**config.mk**
```make
export PLATFORM = sky130hd
export DESIGN_NAME = snn_neuron_accum
export DESIGN_NICKNAME = d
export VERILOG_FILES = /design/src/rtl/snn_pkg.sv /design/src/rtl/snn_sat.sv /design/src/rtl/snn_neuron_accum.sv
export SDC_FILE = /design/constraint.sdc
export NUM_CORES = 1
export LEC_CHECK = 0
export ABC_AREA = 1
export BUFFER_PORTS_ARGS = -buffer_cell sky130_fd_sc_hd__buf_4
export CORE_AREA = 2 2 94 119
export CTS_CLUSTER_SIZE = 30
export DETAILED_ROUTE_END_ITERATION = 16
export DIE_AREA = 0 0 96 121
export MAX_ROUTING_LAYER = met4
export PLACE_DENSITY_LB_ADDON = 0.1
export SYNTH_ARGS = -nofsm -noshare
export SYNTH_HDL_FRONTEND = slang
export SYNTH_SLANG_ARGS = --single-unit
```
**constraint.sdc**
```tcl
create_clock -name clk -period 4.8 [get_ports clk]
set_input_delay 0.48 -clock clk [delete_from_list [all_inputs] [get_ports clk]]
set_output_delay 0.48 -clock clk [all_outputs]
set_load 0.01 [all_outputs]
```
**src/rtl/snn_pkg.sv**
```systemverilog
// Shared types and helpers for the SNN layer sequencer and its datapath.
package snn_pkg;

  typedef enum logic [1:0] {
    IDLE,
    FETCH,
    DRAIN,
    EMIT
  } acc_state_t;

  // Accumulator width that holds the sum of NUM_INPUTS signed weights without overflow
  function automatic int acc_width(input int data_w, input int num_inputs);
    return data_w + $clog2(num_inputs) + 1;
  endfunction

endpackage

```
**src/rtl/snn_sat.sv**
```systemverilog
// Combinational clamp of a wide signed sum onto the narrow signed result range.
// Optional feature macro: SNN_ACC_RELU_EN (negative sums forced to zero).
module snn_sat #(
  parameter int IN_W  = 14,
  parameter int OUT_W = 8
) (
  input  logic signed [IN_W-1:0]  din,
  output logic signed [OUT_W-1:0] dout
);

  localparam logic signed [IN_W-1:0] SAT_MAX = IN_W'((2 ** (OUT_W - 1)) - 1);
  localparam logic signed [IN_W-1:0] SAT_MIN = IN_W'(-(2 ** (OUT_W - 1)));

  // Clamp to the representable output range, then optionally rectify
  always_comb begin
    if (din > SAT_MAX) begin
      dout = SAT_MAX[OUT_W-1:0];
    end else if (din < SAT_MIN) begin
      dout = SAT_MIN[OUT_W-1:0];
    end else begin
      dout = din[OUT_W-1:0];
    end
`ifdef SNN_ACC_RELU_EN
    if (din[IN_W-1]) begin
      dout = '0;
    end
`else
`endif
  end

endmodule

```
**src/rtl/snn_neuron_accum.sv**
```systemverilog
// Weighted-sum engine for one fully-connected SNN layer. Walks every (neuron, input)
// pair against an external registered weight ROM and emits one saturated sum per neuron.
// Optional feature macro: SNN_ACC_RELU_EN (applied inside snn_sat on the result path).
module snn_neuron_accum
  import snn_pkg::*;
#(
  parameter int NUM_INPUTS  = 32,
  parameter int NUM_NEURONS = 32,
  parameter int DATA_WIDTH  = 8,
  parameter int ADDR_WIDTH  = 10,
  parameter int OUT_WIDTH   = 8
) (
  input  logic                           clk,
  input  logic                           rst,
  input  logic                           start,
  input  logic [NUM_INPUTS-1:0]          in_spikes,
  output logic [ADDR_WIDTH-1:0]          rom_addr,
  input  logic [DATA_WIDTH-1:0]          rom_q,
  output logic                           res_valid,
  output logic [$clog2(NUM_NEURONS)-1:0] res_idx,
  output logic [OUT_WIDTH-1:0]           res_data,
  output logic                           busy,
  output logic                           done
);

  localparam int IW    = $clog2(NUM_INPUTS);
  localparam int NW    = $clog2(NUM_NEURONS);
  localparam int ACC_W = acc_width(DATA_WIDTH, NUM_INPUTS);
  localparam logic [IW-1:0] I_LAST = IW'(NUM_INPUTS - 1);
  localparam logic [NW-1:0] N_LAST = NW'(NUM_NEURONS - 1);

  if (NUM_INPUTS * NUM_NEURONS > 2 ** ADDR_WIDTH) begin : g_addr_check
    $error("snn_neuron_accum: ROM address space too small for NUM_INPUTS*NUM_NEURONS");
  end

  acc_state_t               state_q, state_d;
  logic [NW-1:0]            n_q, n_d;
  logic [IW-1:0]            i_q, i_d;
  logic signed [ACC_W-1:0]  acc_q, acc_d;
  logic [NUM_INPUTS-1:0]    spk_q, spk_d;
  logic                     p_vld_q, p_vld_d;
  logic                     p_spk_q, p_spk_d;
  logic [ADDR_WIDTH-1:0]    rom_addr_q, rom_addr_d;
  logic                     res_valid_q, res_valid_d;
  logic [NW-1:0]            res_idx_q, res_idx_d;
  logic [OUT_WIDTH-1:0]     res_data_q, res_data_d;
  logic                     done_q, done_d;

  logic signed [ACC_W-1:0]  rom_ext;
  logic signed [OUT_WIDTH-1:0] sat_acc;

  assign rom_ext = {{(ACC_W - DATA_WIDTH){rom_q[DATA_WIDTH-1]}}, rom_q};

  function automatic logic [ADDR_WIDTH-1:0] addr_of(input logic [NW-1:0] n,
                                                    input logic [IW-1:0] i);
    return ADDR_WIDTH'(n) * ADDR_WIDTH'(NUM_INPUTS) + ADDR_WIDTH'(i);
  endfunction

  snn_sat #(
    .IN_W (ACC_W),
    .OUT_W(OUT_WIDTH)
  ) u_sat (
    .din (acc_q),
    .dout(sat_acc)
  );

  // Sequencer next-state: the p_* flags delay the spike bit by one edge so it meets its ROM word
  always_comb begin
    state_d     = state_q;
    n_d         = n_q;
    i_d         = i_q;
    spk_d       = spk_q;
    rom_addr_d  = rom_addr_q;
    res_idx_d   = res_idx_q;
    res_data_d  = res_data_q;
    res_valid_d = 1'b0;
    p_vld_d     = 1'b0;
    p_spk_d     = 1'b0;
    done_d      = res_valid_q && (res_idx_q == N_LAST);
    acc_d       = acc_q + ((p_vld_q && p_spk_q) ? rom_ext : '0);
    case (state_q)
      IDLE: begin
        if (start) begin
          state_d    = FETCH;
          spk_d      = in_spikes;
          n_d        = '0;
          i_d        = '0;
          acc_d      = '0;
          rom_addr_d = '0;
        end
      end
      FETCH: begin
        p_vld_d = 1'b1;
        p_spk_d = spk_q[i_q];
        i_d     = i_q + IW'(1);
        if (i_q == I_LAST) begin
          state_d = DRAIN;
        end else begin
          rom_addr_d = addr_of(n_q, i_q + IW'(1));
        end
      end
      DRAIN: begin
        state_d = EMIT;
      end
      EMIT: begin
        res_valid_d = 1'b1;
        res_idx_d   = n_q;
        res_data_d  = sat_acc;
        acc_d       = '0;
        i_d         = '0;
        if (n_q == N_LAST) begin
          state_d = IDLE;
        end else begin
          state_d    = FETCH;
          n_d        = n_q + NW'(1);
          rom_addr_d = addr_of(n_q + NW'(1), IW'(0));
        end
      end
      default: begin
        state_d = IDLE;
      end
    endcase
  end

  // State and output registers with synchronous reset
  always_ff @(posedge clk) begin
    if (rst) begin
      state_q     <= IDLE;
      n_q         <= '0;
      i_q         <= '0;
      acc_q       <= '0;
      spk_q       <= '0;
      p_vld_q     <= 1'b0;
      p_spk_q     <= 1'b0;
      rom_addr_q  <= '0;
      res_valid_q <= 1'b0;
      res_idx_q   <= '0;
      res_data_q  <= '0;
      done_q      <= 1'b0;
    end else begin
      state_q     <= state_d;
      n_q         <= n_d;
      i_q         <= i_d;
      acc_q       <= acc_d;
      spk_q       <= spk_d;
      p_vld_q     <= p_vld_d;
      p_spk_q     <= p_spk_d;
      rom_addr_q  <= rom_addr_d;
      res_valid_q <= res_valid_d;
      res_idx_q   <= res_idx_d;
      res_data_q  <= res_data_d;
      done_q      <= done_d;
    end
  end

  assign rom_addr  = rom_addr_q;
  assign res_valid = res_valid_q;
  assign res_idx   = res_idx_q;
  assign res_data  = res_data_q;
  assign busy      = (state_q != IDLE);
  assign done      = done_q;

endmodule

```
## Word-level counts from Yosys, hierarchy flattened

Index checks and enable logic that the tools add are counted.

- Output and inout bits: 26
- Bits in registers: 85
- Word-level logic and storage cells: 63

- Equality and inequality tests: 10
- $add $sub $neg: 4
- Bitwise logic cells: 1
- Magnitude comparators: 3
- Multiplexer cells: 21
- Reduce and logical (&&, ||, !) cells: 12

Operators with widths:

| operator | count |
|---|---|
| 10-bit 2-to-1 mux | 3 |
| 10-bit case mux with 3 select lines | 1 |
| 14-bit 2-to-1 mux | 2 |
| 14-bit case mux with 2 select lines | 1 |
| 8-bit 2-to-1 mux | 2 |
| 5-bit == test (second input constant) | 3 |
| 5-bit case mux with 3 select lines | 1 |
| 14-bit adder | 1 |
| 14-bit by 8-bit greater-than comparator with 1-bit output (second input constant) | 1 |
| 14-bit by 8-bit less-than comparator with 1-bit output (second input constant) | 1 |
| 10-bit by 5-bit adder with 10-bit output | 1 |
| 5-bit by 1-bit adder with 5-bit output (second input constant) | 2 |
| 5-bit 2-to-1 mux | 2 |
| 5-bit case mux with 2 select lines | 1 |
| 2-bit inequality test (second input constant) | 4 |
| 2-bit case mux with 4 select lines | 1 |
| 5-bit by 6-bit less-than comparator with 1-bit output (second input constant) | 1 |
| 2-bit AND reduction | 3 |
| 1-bit binary-select mux with 5-bit select | 1 |
| 2-bit == test (second input constant) | 2 |
| 1-bit 2-to-1 mux | 4 |
| 2-bit 2-to-1 mux | 2 |
| 4-bit AND reduction | 1 |
| 2-bit nonzero test | 2 |
| other kinds (7) | 8 |

## Depth between registers and ports, before layout

Gate-level depths: netlist of the first run.

- Word-level depth: 5
- Mapped depth: 13

## Hierarchy

Synthesis of the first run repeated with hierarchy kept, for this count alone.

- Cell total of the unflattened synthesis: 583
- Area total of the unflattened synthesis: 4125.2 sq um

Modules (own cells, without submodules):

| module | area an instance (sq um) | cells each | times used |
|---|---|---|---|
| snn_neuron_accum | 4006.3 | 555 | 1 |
| snn_sat | 118.9 | 28 | 1 |

## Worst setup path after synthesis of the first run

OpenSTA, ideal clock, no wires.

- Path kind: register -> register
- Start: register p_vld_q
- End: register acc_q[12]
- Buffers on the path: 0
- Arrival time: 1.742 ns
- Slack: 2.925 ns
- Stages on the path, launching flop included: 13
- Setup time: 0.133 ns
- Cells stage by stage: dfxtp_1 -> nand2_1 -> nor2_1 -> ha_1 -> fa_1 -> nand3_1 -> nand2_1 -> nand4_1 -> nand3_2 -> nand2_1 -> nand2_1 -> nand2_1 -> a21oi_1

- Longest elaborated chain between the ends: 5

RTL lines:

| what | line | RTL |
|---|---|---|
| start: declaration | snn_neuron_accum.sv:41 | `logic p_vld_q, p_vld_d;` |
| start signal: assignment | snn_neuron_accum.sv:146 | `p_vld_q <= p_vld_d;` |
| 1-bit logical AND * | snn_neuron_accum.sv:80 | `acc_d = acc_q + ((p_vld_q && p_spk_q) ? rom_ext : '0);` |
| 14-bit 2-to-1 mux * | snn_neuron_accum.sv:80 |  |
| 14-bit adder * | snn_neuron_accum.sv:80 |  |
| 14-bit 2-to-1 mux | snn_neuron_accum.sv:83 | `if (start) begin` |
| 14-bit case mux with 2 select lines * | snn_neuron_accum.sv:81 | `case (state_q)` |
| end signal: assignment | snn_neuron_accum.sv:131 | `acc_q <= '0;` |
| end signal: assignment | snn_neuron_accum.sv:144 | `acc_q <= acc_d;` |
| end: declaration | snn_neuron_accum.sv:39 | `logic signed [ACC_W-1:0] acc_q, acc_d;` |

Every way passes the cells marked *; elsewhere a longest branch is shown, timed or not.
A chain may end at the register's enable or synchronous reset.

## Final worst setup path of the first run

- Start: register state_q[0]
- End: register spk_q[26]

- Longest elaborated chain between the ends: 2

RTL lines:

| what | line | RTL |
|---|---|---|
| start: declaration | snn_neuron_accum.sv:36 | `acc_state_t state_q, state_d;` |
| start signal: assignment | snn_neuron_accum.sv:141 | `state_q <= state_d;` |
| 2-bit zero test | snn_neuron_accum.sv:81 |  |
| 2-bit AND reduction (no source line) | - |  |
| end signal: assignment | snn_neuron_accum.sv:145 | `spk_q <= spk_d;` |
| end: declaration | snn_neuron_accum.sv:40 | `logic [NUM_INPUTS-1:0] spk_q, spk_d;` |

Every way passes these cells.

==> metrics.json, run 1 <==
{
  "dpl.cell_count": {"value": 756},
  "port-buffer-count": {"value": 68},
  "grt_setup_unrepaired": {"value": "false"},
  "dr_vias_cell": {"value": 5.07},
  "post_route_cells_drive_above_1_share": {"value": 0.166},
  "synth_area_per_cell": {"value": 7.14, "unit": "um^2"},
  "tightest_pin_transition": {"value": 973, "unit": "ps"},
  "grt_first_pass_wirelength": {"value": 17.0, "unit": "mm"},
  "yosys.area.top_type_share": {"value": 0.412},
  "global_route.overflow_total": {"value": 0},
  "ys.flop_type": {"value": "sky130_fd_sc_hd__dfxtp_1"},
  "dieHeight": {"value": 121, "unit": "um"},
  "antenna-diode-count": {"value": 0},
  "placedInstanceArea": {"value": 0.00470, "unit": "mm^2"},
  "totalWireLength": {"value": 10.3, "unit": "mm"},
  "area.growth.synth_to_final": {"value": 21.0, "unit": "%"},
  "via_count": {"value": 3910},
  "achievable-frequency": {"value": 394, "unit": "MHz"},
  "worstHoldPathType": {"value": "input pin to flip-flop"},
  "worstSetupStartpointType": {"value": "flip-flop"},
  "ff_latch_area": {"value": 0.00170, "unit": "mm^2"},
  "timing.critical_path.to_type": {"value": "flip-flop"},
  "clockPowerShare": {"value": 0.281},
  "grt_antenna_before_repair": {"value": 0},
  "critPathMaxStageDelay": {"value": 710, "unit": "ps"},
  "p_int": {"value": 1.57, "unit": "mW"},
  "leakage": {"value": 2.23, "unit": "nW"},
  "power_switching": {"value": 0.887, "unit": "mW"},
  "synth.cell_area": {"value": 0.00413, "unit": "mm^2"},
  "ir_worst_vdd": {"value": 0.000178, "unit": "V"},
  "vias_in_the_first_global_route": {"value": 3664},
  "path_class": {"value": "flip-flop to flip-flop"},
  "asyncSetResetFlopFracSynth": {"value": 0},
  "coreArea": {"value": 0.0105, "unit": "mm^2"},
  "post_synth_main_area_contributors": {"value": "sky130_fd_sc_hd__dfxtp_1 41%, sky130_fd_sc_hd__nor2_1 11%, sky130_fd_sc_hd__o21ai_0 9.6%, sky130_fd_sc_hd__nand2_1 7.3%, sky130_fd_sc_hd__a21oi_1 5.9%"},
  "remaining_drc_errors": {"value": 0},
  "pre_repair_dr_iteration_count": {"value": 4},
  "setup_viol": {"value": 0},
  "antenna_left": {"value": 0},
  "numCtsBuffers": {"value": 9},
  "cts_post_setup_buffers_inserted": {"value": 0},
  "final_period_minus_worst_setup_slack": {"value": 2540, "unit": "ps"},
  "cts.repair.resized": {"value": 0},
  "number_of_buffers_on_the_longest_clock_path": {"value": 2},
  "initial_core_util": {"value": 0.395},
  "power_density": {"value": 492, "unit": "mW/mm^2"},
  "max_cap_viol_count": {"value": 0},
  "track_usage": {"value": 0.189},
  "drt_iter0_drc": {"value": 132},
  "grt_max_degree": {"value": 54},
  "htree_num_levels": {"value": 3},
  "arrival": {"value": 2760, "unit": "ps"},
  "design_area": {"value": 0.00499, "unit": "mm^2"},
  "worstSkewPairLatency": {"value": 330, "unit": "ps"},
  "synthCells": {"value": 578},
  "sw_frac_of_total": {"value": 0.361},
  "fin_ws": {"value": 2260, "unit": "ps"},
  "hold-worst-slack": {"value": 406, "unit": "ps"},
  "required": {"value": 5020, "unit": "ps"},
  "layout.filler_cells": {"value": 1074},
  "synth-seq-area-share": {"value": 0.412},
  "worst_slew_margin_rel": {"value": 0.350},
  "worst_clock_skew_on_the_final_layout": {"value": 5.00, "unit": "ps"},
  "syn_nets": {"value": 638},
  "clkSinkCount": {"value": 85},
  "synthDistinctLibCells": {"value": 42},
  "crit_fanout": {"value": 35},
  "floorplan.die_area": {"value": 0.0116, "unit": "mm^2"},
  "proportion_of_power_drawn_by_combinational_gates": {"value": 0.318},
  "cts.reportedPaths.clkPinSlew": {"value": 60, "unit": "ps"},
  "final_net_count": {"value": 695},
  "cts_tree": {"value": "done"},
  "die_w": {"value": 96, "unit": "um"},
  "drt-wirelength-per-cell": {"value": 13.4, "unit": "um"},
  "core.rowCount": {"value": 42},
  "final.period_utilization": {"value": 0.529},
  "number_of_standard_cells_in_the_final_layout_excluding_fillers": {"value": 771},
  "multi_input_comb_area": {"value": 0.00212, "unit": "mm^2"},
  "post-dp-hpwl": {"value": 7.40, "unit": "mm"},
  "post-synth-top-count-cell": {"value": "sky130_fd_sc_hd__nor2_1"},
  "io-pin-count": {"value": 69},
  "report.final.hold_viol_count": {"value": 0},
  "worst_path_max_delay_cell": {"value": "sky130_fd_sc_hd__nand2_1"},
  "yosys_warnings": {"value": 0},
  "cp.buffers_inverters": {"value": 2},
  "pre_cts_slack": {"value": 2170, "unit": "ps"},
  "synth.top_cells.by_count": {"value": "120 x sky130_fd_sc_hd__nor2_1, 85 x sky130_fd_sc_hd__dfxtp_1, 80 x sky130_fd_sc_hd__nand2_1"},
  "critical-path-top-delay-family": {"value": "simple AND/OR/NAND/NOR gates"},
  "outcome": {"value": "completed"},
  "final_weighted_congestion_of_routability_driven_global_placement": {"value": 0.858},
  "summed_negative_setup_slack_over_all_endpoints": {"value": 0, "unit": "ps"},
  "number_of_flops_mapped_to_enable_cells_by_yosys": {"value": 0},
  "share_seq_of_total_power": {"value": 0.401},
  "drv_slew": {"value": 0},
  "ctsRootBufferMaster": {"value": "sky130_fd_sc_hd__clkbuf_16"},
  "worstPathCellList": {"value": "inv_1 -> ha_1 -> nand2_1 -> inv_1 -> nor2_1 -> nor2_1"},
  "netlist.top_cell.by_area": {"value": "sky130_fd_sc_hd__dfxtp_1"},
  "r2r_setup_slack": {"value": 2260, "unit": "ps"},
  "synth-seq-cells": {"value": 85},
  "hold_buffers": {"value": 0}
}
cell families (layout without fill, tap and decap cells):
kind of cell / count (synthesis) / in the layout / share of synthesized area
buffers and inverters: 76 / 137 / 0.0749
adders and majority gates: 17 / 17 / 0.0533
AOI/OAI and AO/OA: 150 / 150 / 0.199
xor gates and xnor gates: 2 / 2 / 0.00424
DFF: 85 / 85 / 0.412
and+or+nand+nor: 248 / 248 / 0.256
through the flow:
stage / utilization / power (mW)
floorplan: - / 1.54
global placement: 0.450 / 1.78
detailed placement: 0.450 / 1.79
CTS: 0.478 / 2.49
global route: 0.478 / 2.64
finish: 0.478 / 2.45
power by group through the flow:
stage / clock network [mW] / registers (mW) / logic, mW
finish: 0.689 / 0.984 / 0.781
global route: 0.735 / 1.01 / 0.897
CTS: 0.707 / 0.986 / 0.796
detailed placement: 0 / 1.00 / 0.794
global placement: 0 / 0.996 / 0.782
floorplan: 0 / 0.966 / 0.574
final timing paths:
check | start | end | cells past startpoint
hold / removal | in_spikes[23] | spk_q[23] | 3
setup reg to reg | state_q[0] | spk_q[26] | 6
hold reg to reg | spk_q[28] | spk_q[28] | 2
setup / recovery | state_q[0] | spk_q[26] | 6
area by class of cell:
| cell class | instances | area share |
|---|---|---|
| inverter | 53 | 0.0401 |
| multi-input combinational | 417 | 0.424 |
| timing repair buffer | 69 | 0.104 |
| sequential | 85 | 0.341 |
| clock inverter | 4 | 0.00977 |
| tap | 132 | 0.0331 |
| clock buffer | 11 | 0.0486 |
registers in the layout (all words and copies together) (netlist names):
signal     count
res_valid      1
state_q        2
acc_q         14
spk_q         32
n_q            5
p_vld_q        1
i_q            5
rom_addr      10
done           1
res_data       8
res_idx        5
p_spk_q        1
metal layers:
| layer | up-vias | share of wire | GRT usage |
|---|---|---|---|
| met4 | 0 | 0.014 | 0.0705 |
| met2 | 73 | 0.51 | 0.315 |
| met3 | 10 | 0.036 | 0.0354 |
| li1 | 2028 | - | - |
| met5 | - | 0 | - |
| met1 | 1799 | 0.44 | 0.226 |
worst register-to-register path, cell delays in order, from the launching register on:
cell and delay, ps:
sky130_fd_sc_hd__dfxtp_1 390, sky130_fd_sc_hd__inv_1 80, sky130_fd_sc_hd__ha_1 210, sky130_fd_sc_hd__nand2_1 710, sky130_fd_sc_hd__inv_1 710, sky130_fd_sc_hd__nor2_1 260, sky130_fd_sc_hd__nor2_1 60
cell usage in the layout (no fill, tap or decap), types with 2 or more instances in the layout:
cell / Yosys / layout
sky130_fd_sc_hd__nor2_1: 120 / 120
sky130_fd_sc_hd__dfxtp_1: 85 / 85
sky130_fd_sc_hd__nand2_1: 80 / 80
sky130_fd_sc_hd__o21ai_0: 79 / 79
sky130_fd_sc_hd__buf_4: 1 / 69
sky130_fd_sc_hd__a21oi_1: 49 / 49
sky130_fd_sc_hd__inv_1: 48 / 48
sky130_fd_sc_hd__nand3_1: 24 / 24
sky130_fd_sc_hd__ha_1: 16 / 16
sky130_fd_sc_hd__nand4_1: 9 / 9
sky130_fd_sc_hd__clkbuf_16: 0 / 9
sky130_fd_sc_hd__nand2_4: 4 / 4
sky130_fd_sc_hd__inv_2: 3 / 3
sky130_fd_sc_hd__nand2_2: 3 / 3
sky130_fd_sc_hd__clkinv_2: 1 / 3
sky130_fd_sc_hd__o221ai_1: 3 / 3
sky130_fd_sc_hd__o31ai_1: 3 / 3
sky130_fd_sc_hd__nand3_2: 2 / 2
sky130_fd_sc_hd__nor2_2: 2 / 2
sky130_fd_sc_hd__o21ai_2: 2 / 2
sky130_fd_sc_hd__a221oi_1: 2 / 2
sky130_fd_sc_hd__o21ai_1: 2 / 2
Power figures use the tool's default switching activity.
==> run 2, diff against run 1 <==
==> constraint.sdc (replaced) <==
create_clock -name clk -period 2.38 [get_ports clk]
set_input_delay 0.238 -clock clk [delete_from_list [all_inputs] [get_ports clk]]
set_output_delay 0.238 -clock clk [all_outputs]
set_load 0.01 [all_outputs]
==> run 2 against run 1 <==
Compared with the run above:
- sequential power increased by 94%
- total power increased by 110%
- clock skew about the same
- clock-buffer cell count increased by 2
- combinational power increased by 120%
- design area increased by 1.5%
- sequential cell count unchanged
- final cell count increased by 1.2%
- critical path depth increased by 5
- critical endpoint is now acc_q[12]
- largest power group unchanged
==> metrics.json, run 2 (synthesized netlist as in run 1, its figures left out) <==
{
  "worstSetupStartpoint": {"value": "p_vld_q"},
  "tightest_pin_transition": {"value": 950, "unit": "ps"},
  "numCtsBuffers": {"value": 9},
  "final_period_minus_worst_setup_slack": {"value": 2080, "unit": "ps"},
  "critPathMaxStageDelay": {"value": 410, "unit": "ps"},
  "cp.depth": {"value": 11},
  "min_to": {"value": "spk_q[19]"},
  "antenna_left": {"value": 0},
  "setup_viol": {"value": 0},
  "grt_antenna_before_repair": {"value": 0},
  "layout_commonest_cell": {"value": "sky130_fd_sc_hd__nor2_1"},
  "remaining_drc_errors": {"value": 0},
  "critical-path-top-delay-family": {"value": "simple AND/OR/NAND/NOR gates"},
  "reg2reg_from": {"value": "p_vld_q"},
  "largest_reg_flops": {"value": 32},
  "drt-wirelength-per-cell": {"value": 13.2, "unit": "um"},
  "timing.rr.end": {"value": "acc_q[12]"},
  "worstSkewPairLatency": {"value": 340, "unit": "ps"},
  "clkSinkCount": {"value": 85},
  "initial_core_util": {"value": 0.395},
  "leakage": {"value": 2.27, "unit": "nW"},
  "final_core_utilization": {"value": 0.485},
  "post_route_cells_drive_above_1_share": {"value": 0.177},
  "drt_iter0_drc": {"value": 186},
  "track_usage": {"value": 0.191},
  "number_of_standard_cells_in_the_final_layout_excluding_fillers": {"value": 780},
  "min_path_cells": {"value": 3},
  "antenna-diode-count": {"value": 0},
  "port-buffer-count": {"value": 68},
  "top_register": {"value": "spk_q"},
  "final_weighted_congestion_of_routability_driven_global_placement": {"value": 0.866},
  "core.rowCount": {"value": 42},
  "worst_slew_margin_rel": {"value": 0.366},
  "summed_negative_setup_slack_over_all_endpoints": {"value": 0, "unit": "ps"},
  "cts_post_setup_buffers_inserted": {"value": 0},
  "r2r_setup_slack": {"value": 300, "unit": "ps"},
  "ir_worst_vdd": {"value": 0.000344, "unit": "V"},
  "die_w": {"value": 96, "unit": "um"},
  "final_net_count": {"value": 703},
  "arrival": {"value": 2350, "unit": "ps"},
  "max_cap_viol_count": {"value": 0},
  "dieHeight": {"value": 121, "unit": "um"},
  "outcome": {"value": "completed"},
  "dpl.cell_count": {"value": 764},
  "vias_in_the_first_global_route": {"value": 3709},
  "overall_power_of_the_completed_layout": {"value": 5.06, "unit": "mW"},
  "io-pin-count": {"value": 69},
  "path_class": {"value": "flip-flop to flip-flop"},
  "ctsRootBufferMaster": {"value": "sky130_fd_sc_hd__clkbuf_16"},
  "grt_first_pass_wirelength": {"value": 17.0, "unit": "mm"},
  "worstHoldPathType": {"value": "input pin to flip-flop"},
  "htree_num_levels": {"value": 3},
  "layout.filler_cells": {"value": 1065},
  "layout_common_cells": {"value": "120 x sky130_fd_sc_hd__nor2_1, 85 x sky130_fd_sc_hd__dfxtp_1, 79 x sky130_fd_sc_hd__nand2_1, 79 x sky130_fd_sc_hd__o21ai_0, 77 x sky130_fd_sc_hd__buf_4"},
  "dr_vias_cell": {"value": 5.01},
  "worst_path_max_delay_cell": {"value": "sky130_fd_sc_hd__fa_1"},
  "worstPathCellList": {"value": "nand2_2 -> nor2_1 -> ha_1 -> fa_1 -> nand3_1 -> nand2_1 -> nand4_1 -> nand3_2 -> nand2_1 -> nand3_1 -> a21oi_1"},
  "global_route.overflow_total": {"value": 0},
  "ff_latch_area": {"value": 0.00170, "unit": "mm^2"},
  "cts_tree": {"value": "done"},
  "worstSetupStartpointType": {"value": "flip-flop"},
  "post-dp-hpwl": {"value": 7.48, "unit": "mm"},
  "achievable-frequency": {"value": 480, "unit": "MHz"},
  "holdCritStartpoint": {"value": "in_spikes[19]"},
  "worst_clock_skew_on_the_final_layout": {"value": 5.14, "unit": "ps"},
  "cts.reportedPaths.clkPinSlew": {"value": 60, "unit": "ps"},
  "number_of_buffers_on_the_longest_clock_path": {"value": 2},
  "final.period_utilization": {"value": 0.876},
  "floorplan.die_area": {"value": 0.0116, "unit": "mm^2"},
  "cp.buffers_inverters": {"value": 0},
  "power_density": {"value": 999, "unit": "mW/mm^2"},
  "crit_fanout": {"value": 7},
  "totalWireLength": {"value": 10.3, "unit": "mm"},
  "grt_setup_unrepaired": {"value": "false"},
  "required": {"value": 2650, "unit": "ps"},
  "timing.critical_path.to_type": {"value": "flip-flop"},
  "drv_slew": {"value": 0},
  "multi_input_comb_area": {"value": 0.00212, "unit": "mm^2"},
  "hold_buffers": {"value": 0},
  "area.growth.synth_to_final": {"value": 22.8, "unit": "%"},
  "coreArea": {"value": 0.0105, "unit": "mm^2"},
  "ff2ff_path_depth": {"value": 11},
  "via_count": {"value": 3907},
  "pre_repair_dr_iteration_count": {"value": 4},
  "grt_max_degree": {"value": 54},
  "cts.repair.resized": {"value": 0},
  "report.final.hold_viol_count": {"value": 0}
}
run 2: cell types whose count changed in the layout (fill, tap and decap cells not counted):
cell / change
sky130_fd_sc_hd__buf_4: +8
sky130_fd_sc_hd__clkbuf_1: +1
sky130_fd_sc_hd__clkbuf_8: +1
sky130_fd_sc_hd__clkinv_2: -1
sky130_fd_sc_hd__nand2_1: -1
sky130_fd_sc_hd__nand2_2: +1
run 2: cell type report:
type                            instances  area share
Tap cell                              132      0.0326
Multi-Input combinational cell        417       0.418
Inverter                               53      0.0395
Clock inverter                          3     0.00864
Sequential cell                        85       0.336
Timing Repair Buffer                   77       0.114
Clock buffer                           13      0.0513
run 2: power by group:
group,total (mW),switching (mW),internal [mW]
registers,1.91,0.184,1.73
logic,1.72,1.07,0.648
clock network,1.43,0.557,0.871
total,5.06,1.81,3.25
run 2: worst max-delay path by stage:
stage	end
final	acc_q[12]
after global routing	acc_q[12]
after CTS	acc_q[12]
after detailed placement	acc_q[12]
after global placement	acc_q[12]
after floorplan	acc_q[12]
run 2: metrics by stage:
step | hold WS [ps] | cell area [um^2] | worst slack (ps)
6_report | 154 | 5070 | 295
5_1_grt | 156 | 5070 | 76.2
4_1_cts | 149 | 5070 | 225
3_5_place_dp | 444 | 4760 | 229
3_3_place_gp | 435 | 4760 | 323
2_1_floorplan | 405 | 4130 | 505
run 2: worst register-to-register path: stages, from the launching register on:
cell                      delay (ps)
sky130_fd_sc_hd__dfxtp_1         370
sky130_fd_sc_hd__nand2_2         170
sky130_fd_sc_hd__nor2_1           60
sky130_fd_sc_hd__ha_1            230
sky130_fd_sc_hd__fa_1            410
sky130_fd_sc_hd__nand3_1         110
sky130_fd_sc_hd__nand2_1         100
sky130_fd_sc_hd__nand4_1         160
sky130_fd_sc_hd__nand3_2         100
sky130_fd_sc_hd__nand2_1          90
sky130_fd_sc_hd__nand3_1          70
sky130_fd_sc_hd__a21oi_1         140
run 2: metal layers:
layer | vias up | track usage | routed length [um]
met5 | - | - | 0
met3 | 14 | 0.0286 | 312
met1 | 1792 | 0.221 | 4630
met4 | 0 | 0.0741 | 170
li1 | 2039 | - | -
met2 | 62 | 0.328 | 5170
==> run 3, diff against run 2 <==
--- a/config.mk
+++ b/config.mk
@@ -11,8 +11,10 @@
 export CTS_CLUSTER_SIZE = 30
 export DETAILED_ROUTE_END_ITERATION = 16
 export DIE_AREA = 0 0 96 121
+export GPL_ROUTABILITY_DRIVEN = 0
 export MAX_ROUTING_LAYER = met4
 export PLACE_DENSITY_LB_ADDON = 0.1
+export SETUP_SLACK_MARGIN = 0.4
 export SYNTH_ARGS = -nofsm -noshare
 export SYNTH_HDL_FRONTEND = slang
 export SYNTH_SLANG_ARGS = --single-unit
==> run 3 against run 2 <==
Compared with the run above:
- worst setup slack gained 220 ps
- die area is the same
- critical path depth grew 2
- non-clock buffer count grew 5
- sequential power is essentially flat
- largest cell class unchanged
- total power shrank 0.51%
- worst hold slack gained 5.5 ps
- highest routed layer unchanged
- critical path type unchanged
- clock skew grew 0.90 ps
- via count grew 1.1%
- sequential share of layout area shrank 0.58 points
- global-route usage shrank 0.15 points
- first-iteration DRC count shrank 41%
==> metrics.json, run 3 (synthesized netlist as in run 1, its figures left out) <==
{
  "top_register": {"value": "spk_q"},
  "antenna-diode-count": {"value": 0},
  "layout_common_cells": {"value": "117 x sky130_fd_sc_hd__nor2_1, 82 x sky130_fd_sc_hd__dfxtp_1, 82 x sky130_fd_sc_hd__buf_4"},
  "reg2reg_from": {"value": "p_vld_q"},
  "dr_vias_cell": {"value": 5.03},
  "crit_fanout": {"value": 7},
  "layout_commonest_cell": {"value": "sky130_fd_sc_hd__nor2_1"},
  "min_path_cells": {"value": 3},
  "fin_ws": {"value": 511, "unit": "ps"},
  "cts_tree": {"value": "done"},
  "outcome": {"value": "completed"},
  "global_route.overflow_total": {"value": 0},
  "totalWireLength": {"value": 10.5, "unit": "mm"},
  "drt_iter0_drc": {"value": 109},
  "io-pin-count": {"value": 69},
  "worstSetupStartpointType": {"value": "flip-flop"},
  "timing.critical_path.to_type": {"value": "flip-flop"},
  "worstHoldPathType": {"value": "input pin to flip-flop"},
  "grt_setup_unrepaired": {"value": "false"},
  "antenna_left": {"value": 0},
  "hold_buffers": {"value": 0},
  "required": {"value": 2660, "unit": "ps"},
  "cp.depth": {"value": 13},
  "share_seq_of_total_power": {"value": 0.382},
  "floorplan.die_area": {"value": 0.0116, "unit": "mm^2"},
  "remaining_drc_errors": {"value": 0},
  "arrival": {"value": 2150, "unit": "ps"},
  "setup_viol": {"value": 0},
  "vias_in_the_first_global_route": {"value": 3663},
  "clkSinkCount": {"value": 85},
  "holdCritStartpoint": {"value": "in_spikes[24]"},
  "power_density": {"value": 972, "unit": "mW/mm^2"},
  "ir_worst_vdd": {"value": 0.000436, "unit": "V"},
  "pre_repair_dr_iteration_count": {"value": 4},
  "drt-wirelength-per-cell": {"value": 13.4, "unit": "um"},
  "worstPathCellList": {"value": "nand2_8 -> nor2_1 -> ha_1 -> nand2_1 -> nor2_1 -> nand2_1 -> nand3_1 -> nand2_1 -> nor2_1 -> nand2_1 -> nand3_1 -> nand2_1 -> a21oi_2"},
  "htree_num_levels": {"value": 3},
  "numCtsBuffers": {"value": 9},
  "path_class": {"value": "flip-flop to flip-flop"},
  "proportion_of_power_drawn_by_combinational_gates": {"value": 0.353},
  "initial_core_util": {"value": 0.395},
  "cpMostUsedCell": {"value": "sky130_fd_sc_hd__nand2_1"},
  "layout.filler_cells": {"value": 1069},
  "worstSkewPairLatency": {"value": 330, "unit": "ps"},
  "area.growth.synth_to_final": {"value": 25.6, "unit": "%"},
  "achievable-frequency": {"value": 535, "unit": "MHz"},
  "cts.reportedPaths.clkPinSlew": {"value": 60, "unit": "ps"},
  "p_int": {"value": 3.18, "unit": "mW"},
  "r2r_setup_slack": {"value": 510, "unit": "ps"},
  "worst_path_max_delay_cell": {"value": "sky130_fd_sc_hd__dfxtp_4"},
  "core.rowCount": {"value": 42},
  "port-buffer-count": {"value": 68},
  "grt_first_pass_wirelength": {"value": 16.9, "unit": "mm"},
  "final_period_minus_worst_setup_slack": {"value": 1870, "unit": "ps"},
  "post-dp-hpwl": {"value": 7.53, "unit": "mm"},
  "leakage": {"value": 2.28, "unit": "nW"},
  "cp.buffers_inverters": {"value": 0},
  "power_switching": {"value": 1.86, "unit": "mW"},
  "timing.rr.end": {"value": "acc_q[13]"},
  "max_cap_viol_count": {"value": 0},
  "drv_slew": {"value": 0},
  "ctsRootBufferMaster": {"value": "sky130_fd_sc_hd__clkbuf_16"},
  "final_net_count": {"value": 708},
  "dieHeight": {"value": 121, "unit": "um"},
  "via_count": {"value": 3951},
  "summed_negative_setup_slack_over_all_endpoints": {"value": 0, "unit": "ps"},
  "track_usage": {"value": 0.189},
  "grt_max_degree": {"value": 36},
  "final.period_utilization": {"value": 0.785},
  "critical-path-top-delay-family": {"value": "simple AND/OR/NAND/NOR gates"},
  "largest_reg_flops": {"value": 32},
  "post_route_cells_drive_above_1_share": {"value": 0.213},
  "coreArea": {"value": 0.0105, "unit": "mm^2"},
  "clockPowerShare": {"value": 0.265},
  "sw_frac_of_total": {"value": 0.369},
  "critPathMaxStageDelay": {"value": 380, "unit": "ps"},
  "grt_antenna_before_repair": {"value": 0},
  "report.final.hold_viol_count": {"value": 0},
  "pre_cts_slack": {"value": 253, "unit": "ps"},
  "tightest_pin_transition": {"value": 920, "unit": "ps"},
  "worst_slew_margin_rel": {"value": 0.386},
  "die_w": {"value": 96, "unit": "um"},
  "worst_clock_skew_on_the_final_layout": {"value": 6.04, "unit": "ps"},
  "ff2ff_path_depth": {"value": 13},
  "number_of_buffers_on_the_longest_clock_path": {"value": 2},
  "min_to": {"value": "spk_q[24]"}
}
[run 3: power groups by stage]
stage / Sequential [mW] / Combinational (mW) / Clock (mW)
2_1_floorplan: 1.95 / 1.16 / 0
3_3_place_gp: 1.94 / 1.71 / 0
3_5_place_dp: 1.94 / 1.73 / 0
4_1_cts: 1.92 / 1.74 / 1.38
5_1_grt: 1.96 / 2.01 / 1.44
6_report: 1.93 / 1.78 / 1.33
[run 3: worst register-to-register path, delay by kind of cell (launching register included)]
| family | cells | cell delay (ps) |
|---|---|---|
| AND/OR/NAND/NOR | 11 | 1000 |
| adder cells (fa/ha/maj) | 1 | 340 |
| flip-flops | 1 | 380 |
| AO/OA/AOI/OAI | 1 | 100 |
[run 3: worst max path at each step]
stage,from,to,slack [ps]
after detailed placement,p_spk_q,acc_q[10],250
after CTS,p_vld_q,acc_q[12],400
final,p_vld_q,acc_q[13],510
after global placement,p_vld_q,acc_q[12],340
after floorplan,p_vld_q,acc_q[12],500
after global routing,p_vld_q,acc_q[12],380
[run 3: final cells by class]
type	instances	area, um^2	share of cell area
well taps	132	165	0.0319
clock buffers	11	253	0.0488
clock inverters	5	33.8	0.00652
flip-flops and latches	85	1710	0.330
multi-input cells	417	2200	0.425
repair buffers	82	616	0.119
inverters	53	205	0.0396
[run 3: stage by stage]
step	hold slack (ps)	power (mW)	instances	instance area, um^2	util
2_1_floorplan	405	3.10	578	4130	-
3_3_place_gp	434	3.65	764	4760	0.455
3_5_place_dp	442	3.67	764	4760	0.455
4_1_cts	149	5.04	780	5060	0.484
5_1_grt	159	5.41	785	5180	0.496
6_report	159	5.04	785	5180	0.496
[run 3: routing by layer]
layer  GRT usage  share of wire  vias to the layer above
met5           -              0                        -
met4      0.0679          0.013                        0
met3      0.0342          0.035                       12
met2       0.311           0.49                       78
met1       0.230           0.46                     1810
li1            -              -                     2051
[run 3: what timing repair did]
| action | 4_1_cts | 5_1_grt |
|---|---|---|
| gates resized for setup | 5 | 20 |
| pin swaps | 0 | 5 |
| setup endpoints to repair | 7 | 14 |
| setup buffers | 0 | 5 |
